## src/rtl/dmaif_rdreq_route.sv

```systemverilog
// DMA read-request router: steers one client request stream to mcif or cvif,
// allowing only one target to have responses outstanding at a time.
module dmaif_rdreq_route #(
    parameter int unsigned ADDR_W = 64,
    parameter int unsigned SIZE_W = 15,
    parameter int unsigned CNT_W  = 16
) (
    input  logic                     nvdla_core_clk,
    input  logic                     nvdla_core_rst,
    input  logic [ADDR_W+SIZE_W-1:0] dmaif_rd_req_pd,
    input  logic                     dmaif_rd_req_ram_type,
    input  logic                     dmaif_rd_req_pvld,
    output logic                     dmaif_rd_req_prdy,
    output logic [ADDR_W+SIZE_W-1:0] mcif_rd_req_pd,
    output logic                     mcif_rd_req_valid,
    input  logic                     mcif_rd_req_ready,
    output logic [ADDR_W+SIZE_W-1:0] cvif_rd_req_pd,
    output logic                     cvif_rd_req_valid,
    input  logic                     cvif_rd_req_ready,
    input  logic                     mcif_rd_rsp_mon,
    input  logic                     cvif_rd_rsp_mon,
    output logic                     dmaif_rd_req_idle,
    output logic                     dmaif_rd_rsp_err
);

    localparam int unsigned PD_W  = ADDR_W + SIZE_W;
    localparam int unsigned ENT_W = PD_W + 1;
    localparam int unsigned SUM_W = ((CNT_W > SIZE_W) ? CNT_W : SIZE_W) + 2;
    localparam logic [SUM_W-1:0] CNT_MAX = SUM_W'({CNT_W{1'b1}});

    typedef enum logic [1:0] {
        OWN_IDLE = 2'd0,
        OWN_MC   = 2'd1,
        OWN_CV   = 2'd2
    } owner_e;

    logic [ENT_W-1:0]  skid_q [2];
    logic              skid_wr_q;
    logic              skid_rd_q;
    logic [1:0]        skid_cnt_q, skid_cnt_d;
    logic              prdy_q, prdy_d;
    logic              mc_vld_q, mc_vld_d;
    logic              cv_vld_q, cv_vld_d;
    logic [PD_W-1:0]   mc_pd_q, mc_pd_d;
    logic [PD_W-1:0]   cv_pd_q, cv_pd_d;
    logic [CNT_W-1:0]  mc_cnt_q, mc_cnt_d;
    logic [CNT_W-1:0]  cv_cnt_q, cv_cnt_d;
    owner_e            owner_q, owner_d;
    logic              err_q, err_d;
    logic              idle_q, idle_d;

    logic [ENT_W-1:0]  head;
    logic              head_vld;
    logic              head_mc;
    logic [SIZE_W-1:0] head_size;
    logic [SUM_W-1:0]  mc_sum, cv_sum;
    logic              req_acc, mc_issue, cv_issue, pop, mc_dec, cv_dec;

    // Head-of-skid decode and issue qualification (owner, slot free, no counter overflow)
    assign head      = skid_q[skid_rd_q];
    assign head_vld  = (skid_cnt_q != 2'd0);
    assign head_mc   = head[PD_W];
    assign head_size = head[PD_W-1:ADDR_W];
    assign req_acc   = dmaif_rd_req_pvld && prdy_q;

    assign mc_sum = SUM_W'(mc_cnt_q) + SUM_W'(head_size) + SUM_W'(1);
    assign cv_sum = SUM_W'(cv_cnt_q) + SUM_W'(head_size) + SUM_W'(1);

    assign mc_issue = head_vld && head_mc && (owner_q != OWN_CV) &&
                      (!mc_vld_q || mcif_rd_req_ready) && (mc_sum <= CNT_MAX);
    assign cv_issue = head_vld && !head_mc && (owner_q != OWN_MC) &&
                      (!cv_vld_q || cvif_rd_req_ready) && (cv_sum <= CNT_MAX);
    assign pop      = mc_issue || cv_issue;

    // A monitor pulse with nothing outstanding is an error, never an underflow
    assign mc_dec = mcif_rd_rsp_mon && (mc_cnt_q != '0);
    assign cv_dec = cvif_rd_rsp_mon && (cv_cnt_q != '0);

    always_comb begin
        skid_cnt_d = skid_cnt_q + 2'(req_acc) - 2'(pop);
        prdy_d     = (skid_cnt_d != 2'd2);

        mc_vld_d = mc_vld_q;
        mc_pd_d  = mc_pd_q;
        if (mc_issue) begin
            mc_vld_d = 1'b1;
            mc_pd_d  = head[PD_W-1:0];
        end else if (mcif_rd_req_ready) begin
            mc_vld_d = 1'b0;
        end

        cv_vld_d = cv_vld_q;
        cv_pd_d  = cv_pd_q;
        if (cv_issue) begin
            cv_vld_d = 1'b1;
            cv_pd_d  = head[PD_W-1:0];
        end else if (cvif_rd_req_ready) begin
            cv_vld_d = 1'b0;
        end

        mc_cnt_d = mc_cnt_q;
        if (mc_issue) mc_cnt_d = mc_sum[CNT_W-1:0];
        if (mc_dec)   mc_cnt_d = mc_cnt_d - CNT_W'(1);

        cv_cnt_d = cv_cnt_q;
        if (cv_issue) cv_cnt_d = cv_sum[CNT_W-1:0];
        if (cv_dec)   cv_cnt_d = cv_cnt_d - CNT_W'(1);

        err_d = err_q || (mcif_rd_rsp_mon && (mc_cnt_q == '0))
                      || (cvif_rd_rsp_mon && (cv_cnt_q == '0));

        // Ownership returns to IDLE only once the target is fully drained
        owner_d = owner_q;
        case (owner_q)
            OWN_IDLE: begin
                if (mc_issue)      owner_d = OWN_MC;
                else if (cv_issue) owner_d = OWN_CV;
            end
            OWN_MC: if ((mc_cnt_q == '0) && !mc_vld_q && !mc_issue) owner_d = OWN_IDLE;
            OWN_CV: if ((cv_cnt_q == '0) && !cv_vld_q && !cv_issue) owner_d = OWN_IDLE;
            default: owner_d = OWN_IDLE;
        endcase

        idle_d = (skid_cnt_d == 2'd0) && !mc_vld_d && !cv_vld_d &&
                 (mc_cnt_d == '0) && (cv_cnt_d == '0);
    end

    always_ff @(posedge nvdla_core_clk) begin
        if (nvdla_core_rst) begin
            skid_q[0]  <= '0;
            skid_q[1]  <= '0;
            skid_wr_q  <= 1'b0;
            skid_rd_q  <= 1'b0;
            skid_cnt_q <= 2'd0;
            prdy_q     <= 1'b0;
            mc_vld_q   <= 1'b0;
            cv_vld_q   <= 1'b0;
            mc_pd_q    <= '0;
            cv_pd_q    <= '0;
            mc_cnt_q   <= '0;
            cv_cnt_q   <= '0;
            owner_q    <= OWN_IDLE;
            err_q      <= 1'b0;
            idle_q     <= 1'b1;
        end else begin
            if (req_acc) skid_q[skid_wr_q] <= {dmaif_rd_req_ram_type, dmaif_rd_req_pd};
            skid_wr_q  <= skid_wr_q ^ req_acc;
            skid_rd_q  <= skid_rd_q ^ pop;
            skid_cnt_q <= skid_cnt_d;
            prdy_q     <= prdy_d;
            mc_vld_q   <= mc_vld_d;
            cv_vld_q   <= cv_vld_d;
            mc_pd_q    <= mc_pd_d;
            cv_pd_q    <= cv_pd_d;
            mc_cnt_q   <= mc_cnt_d;
            cv_cnt_q   <= cv_cnt_d;
            owner_q    <= owner_d;
            err_q      <= err_d;
            idle_q     <= idle_d;
        end
    end

    assign dmaif_rd_req_prdy = prdy_q;
    assign mcif_rd_req_valid = mc_vld_q;
    assign mcif_rd_req_pd    = mc_pd_q;
    assign cvif_rd_req_valid = cv_vld_q;
    assign cvif_rd_req_pd    = cv_pd_q;
    assign dmaif_rd_req_idle = idle_q;
    assign dmaif_rd_rsp_err  = err_q;

endmodule
```

## config.mk

```make
export PLATFORM = sky130hd
export DESIGN_NAME = dmaif_rdreq_route
export DESIGN_NICKNAME = d
export VERILOG_FILES = /design/src/rtl/dmaif_rdreq_route.sv
export SDC_FILE = /design/constraint.sdc
export NUM_CORES = 1
export LEC_CHECK = 0
export CELL_PAD_IN_SITES_DETAIL_PLACEMENT = 1
export CELL_PAD_IN_SITES_GLOBAL_PLACEMENT = 1
export CORE_ASPECT_RATIO = 0.75
export CORE_MARGIN = 1.5
export CORE_UTILIZATION = 25
export DETAILED_ROUTE_END_ITERATION = 8
export GPL_TIMING_DRIVEN = 0
export PLACE_DENSITY_LB_ADDON = 0.1
export SYNTH_ARGS = -nofsm -noshare
export SYNTH_HDL_FRONTEND = slang
export SYNTH_SLANG_ARGS = --single-unit
```

## constraint.sdc

```tcl
create_clock -name nvdla_core_clk -period 11.2 [get_ports nvdla_core_clk]
set_input_delay 1.68 -clock nvdla_core_clk [delete_from_list [all_inputs] [get_ports nvdla_core_clk]]
set_output_delay 1.68 -clock nvdla_core_clk [all_outputs]
set_load 0.03 [all_outputs]
```

==> metrics.md <==
| Metric | Value |
|---|---|
| Final Hold Viols | `0` |
| Fin util | `33.1%` |
| Fmax | `around 0.11 GHz` |
| Area contributors post-synth | `edfxtp_1 (29%), dfxtp_1 (24%), a211oi_1 (7.9%)` |
| Synth top area share | `29.1%` |
| Synth Instances | `1,571` |
| Unrepaired setup endpoints after global routing | `no` |
| Cell Area, Placed | `20,200 µm²` |
| Largest net degree at the start of global routing | `52` |
| Die Wd | `300 µm` |
| Most common library cells after synthesis | `nor2_1 (227), dfxtp_1 (201), a211oi_1 (174)` |
| First-pass GRT wire length | `slightly above 90 mm` |
| Htree depth | `2` |
| GPL Wtd Cong | `0.782` |
| Static leakage | `roughly 7.8 nW` |
| Clock Tree Root | `clkbuf_16` |
| Layout cells sized above 1 | `5.47%` |
| Ys async rst share | `0%` |
| Rel. slew slack | `29.1%` |
| Final wirelength | `61.3 mm` |
| Vias in the first global route | `~14,000` |
| Final setup fails | `0` |
| WL/cell | `22.1 µm` |
| Delay-heaviest family, CP | `buffers and inverters` |
| Row cnt | `between 80 and 90` |
| Hold crit path type | `flip-flop to flip-flop` |
| Number of diodes | `0` |
| Nets | `roughly 2,000` |
| Stages on the worst setup path | `25` |
| Slew Limit Fails | `0` |
| CP max-delay cell | `clkbuf_1` |
| DR DRC count | `0` |
| Post-synth EDFFs | `160` |
| Die ar. | `just under 70,000 µm²` |
| Area of the mapped netlist | `16,500 µm²` |
| Port buffer count | `about 250` |
| Pwr dens | `301 nW/µm²` |
| CTS tree | `done` |
| Worst Setup End Kind | `flip-flop` |
| Worst Skew | `roughly 35 ps` |
| Detail Route Antenna Nets | `0` |
| Routed vias/inst | `4.75` |
| Max-cap viol count | `0` |
| Fin Hold WS | `about 500 ps` |
| CTS buffer count | `41` |
| R2R cell count | `25` |
| Gr usage total | `18.0%` |
| Initial DRC Count | `671` |
| FF+latch count, synth | `between 300 and 400` |
| Yosys top cell by area | `edfxtp_1` |
| Hold Path Stages | `1` |
| Startpoint types | `flip-flop` |
| Worst path max stage delay | `about 800 ps` |
| Max FO, Critical Path | `10` |
| Critical path required time | `around 12,000 ps` |
| Initial Util | `roughly a quarter` |
| Antenna violations before repair | `9` |
| Cell area after layout | `21,600 µm²` |
| Cell Count, Final, Fillers Out | `2,772` |
| CTS Buffer Depth | `3` |
| Inst Count DP | `2,696` |
| Status | `finished clean` |
| Worst-Margin Slew | `1060 ps` |
| Die height | `between 200 and 250 µm` |
| Buf+Inv Stages, Crit Path | `5` |
| Core Box Area | `approximately 65,000 µm²` |
| I/O pin cnt | `250` |
| Detail Placement HPWL | `46.2 mm` |
| Skew-Pair Late Insertion Delay | `590 ps` |
| Cts repair resizes | `0` |
| Setup Fix Bufs, Post-CTS | `0` |
| Register area share after synthesis | `53.5%` |
| YS warnings | `0` |
| Pwr Total | `6.49 mW` |
| Crit share post-route | `83.5%` |
| Syn_area_per_cell | `10.5 µm²` |
| Ys flop type | `dfxtp_1` |
| Critical path type | `flip-flop to flip-flop` |
| Initial DRT Pass Iterations | `4` |
| Area Growth Syn to Fin | `30.9%` |
| Overflow after GRT | `0` |
| Syn nets | `1,695` |
| Via Count | `13,200` |
| VDD IR max | `0.000112 V` |
| Synth cell types | `69` |
| Tmin final | `between 9000 and 10,000 ps` |
| Most frequent cell after synthesis | `nor2_1` |
| TritonCTS Sinks | `approximately 360` |
| Data arrival, critical path | `9830 ps` |
| Clk slew on worst S/H paths | `70 ps` |
| CTS Hold Buffers Added | `0` |
[layout by cell type (no fill, tap or decap), drive strengths merged, types with 36 or more instances in the layout]
cell type      instances
clkdlybuf4s50        248
nor2                 227
dfxtp                201
a211oi               174
and2                 165
edfxtp               160
clkbuf               147
mux2i                 84
nand2                 44
a21oi                 41
xnor2                 37
o21ai                 36
[flip-flops by register name, summed over array words and instances (netlist names), 2 cells and up]
signal,flops
skid_cnt_q,2
owner_q,2
cvif_rd_req_pd,79
cv_cnt_q,16
mcif_rd_req_pd,79
mc_cnt_q,16
skid_q,160
[layout make-up]
cell class / instances / area, µm²
timing repair buffer: 254 / 2590
clock inverter: 15 / 130
buffer: 97 / 368
sequential: 361 / 8830
inverter: 31 / 116
fill: 7258 / 43600
multi-input combinational: 1082 / 7200
tap: 871 / 1090
clock buffer: 61 / 1260
[where the power goes]
part,leakage (nW),total [mW],internal [mW],switching [mW]
registers,3.32,1.92,1.70,0.219
logic,3.80,3.19,1.14,2.05
clock network,0.689,1.39,0.792,0.598
total,7.81,6.49,3.63,2.87
[kinds of logic (layout without fill, tap and decap cells)]
logic type	Yosys count	count (layout)	share of synthesized area [%]
flip-flops	361	361	53.5
buffers and inverters	128	458	2.94
XOR/XNOR	62	62	3.29
AND/OR/NAND/NOR	558	558	17.1
adder cells (fa/ha/maj)	37	37	2.90
multiplexers	89	89	5.44
AO/OA/AOI/OAI	336	336	14.8
[path summary, 6_finish.rpt]
check                                from                           end  slack [ps]
setup / recovery     skid_rd_q$_SDFF_PP0_  dmaif_rd_req_idle$_SDFF_PP1_        1850
hold / removal    owner_q[0]$_SDFFE_PP0P_       owner_q[1]$_SDFFE_PP0P_         500
setup reg to reg     skid_rd_q$_SDFF_PP0_  dmaif_rd_req_idle$_SDFF_PP1_        1850
hold reg to reg   owner_q[0]$_SDFFE_PP0P_       owner_q[1]$_SDFFE_PP0P_         500
[per-layer routing]
metal | GRT usage (%) | share of wire (%)
met1 | 25.3 | 49
met2 | 27.5 | 43
met3 | 4.63 | 5.7
met5 | 0 | 0.15
met4 | 4.04 | 2.0
[stage by stage]
step / worst slack (ps) / setup TNS, ps
after global routing: 1220 / 0
after detailed placement: 1780 / 0
final: 1850 / 0
after CTS: 1720 / 0
after global placement: -2440 / -192820
after floorplan: 3130 / 0
Power figures use the tool's default switching activity.
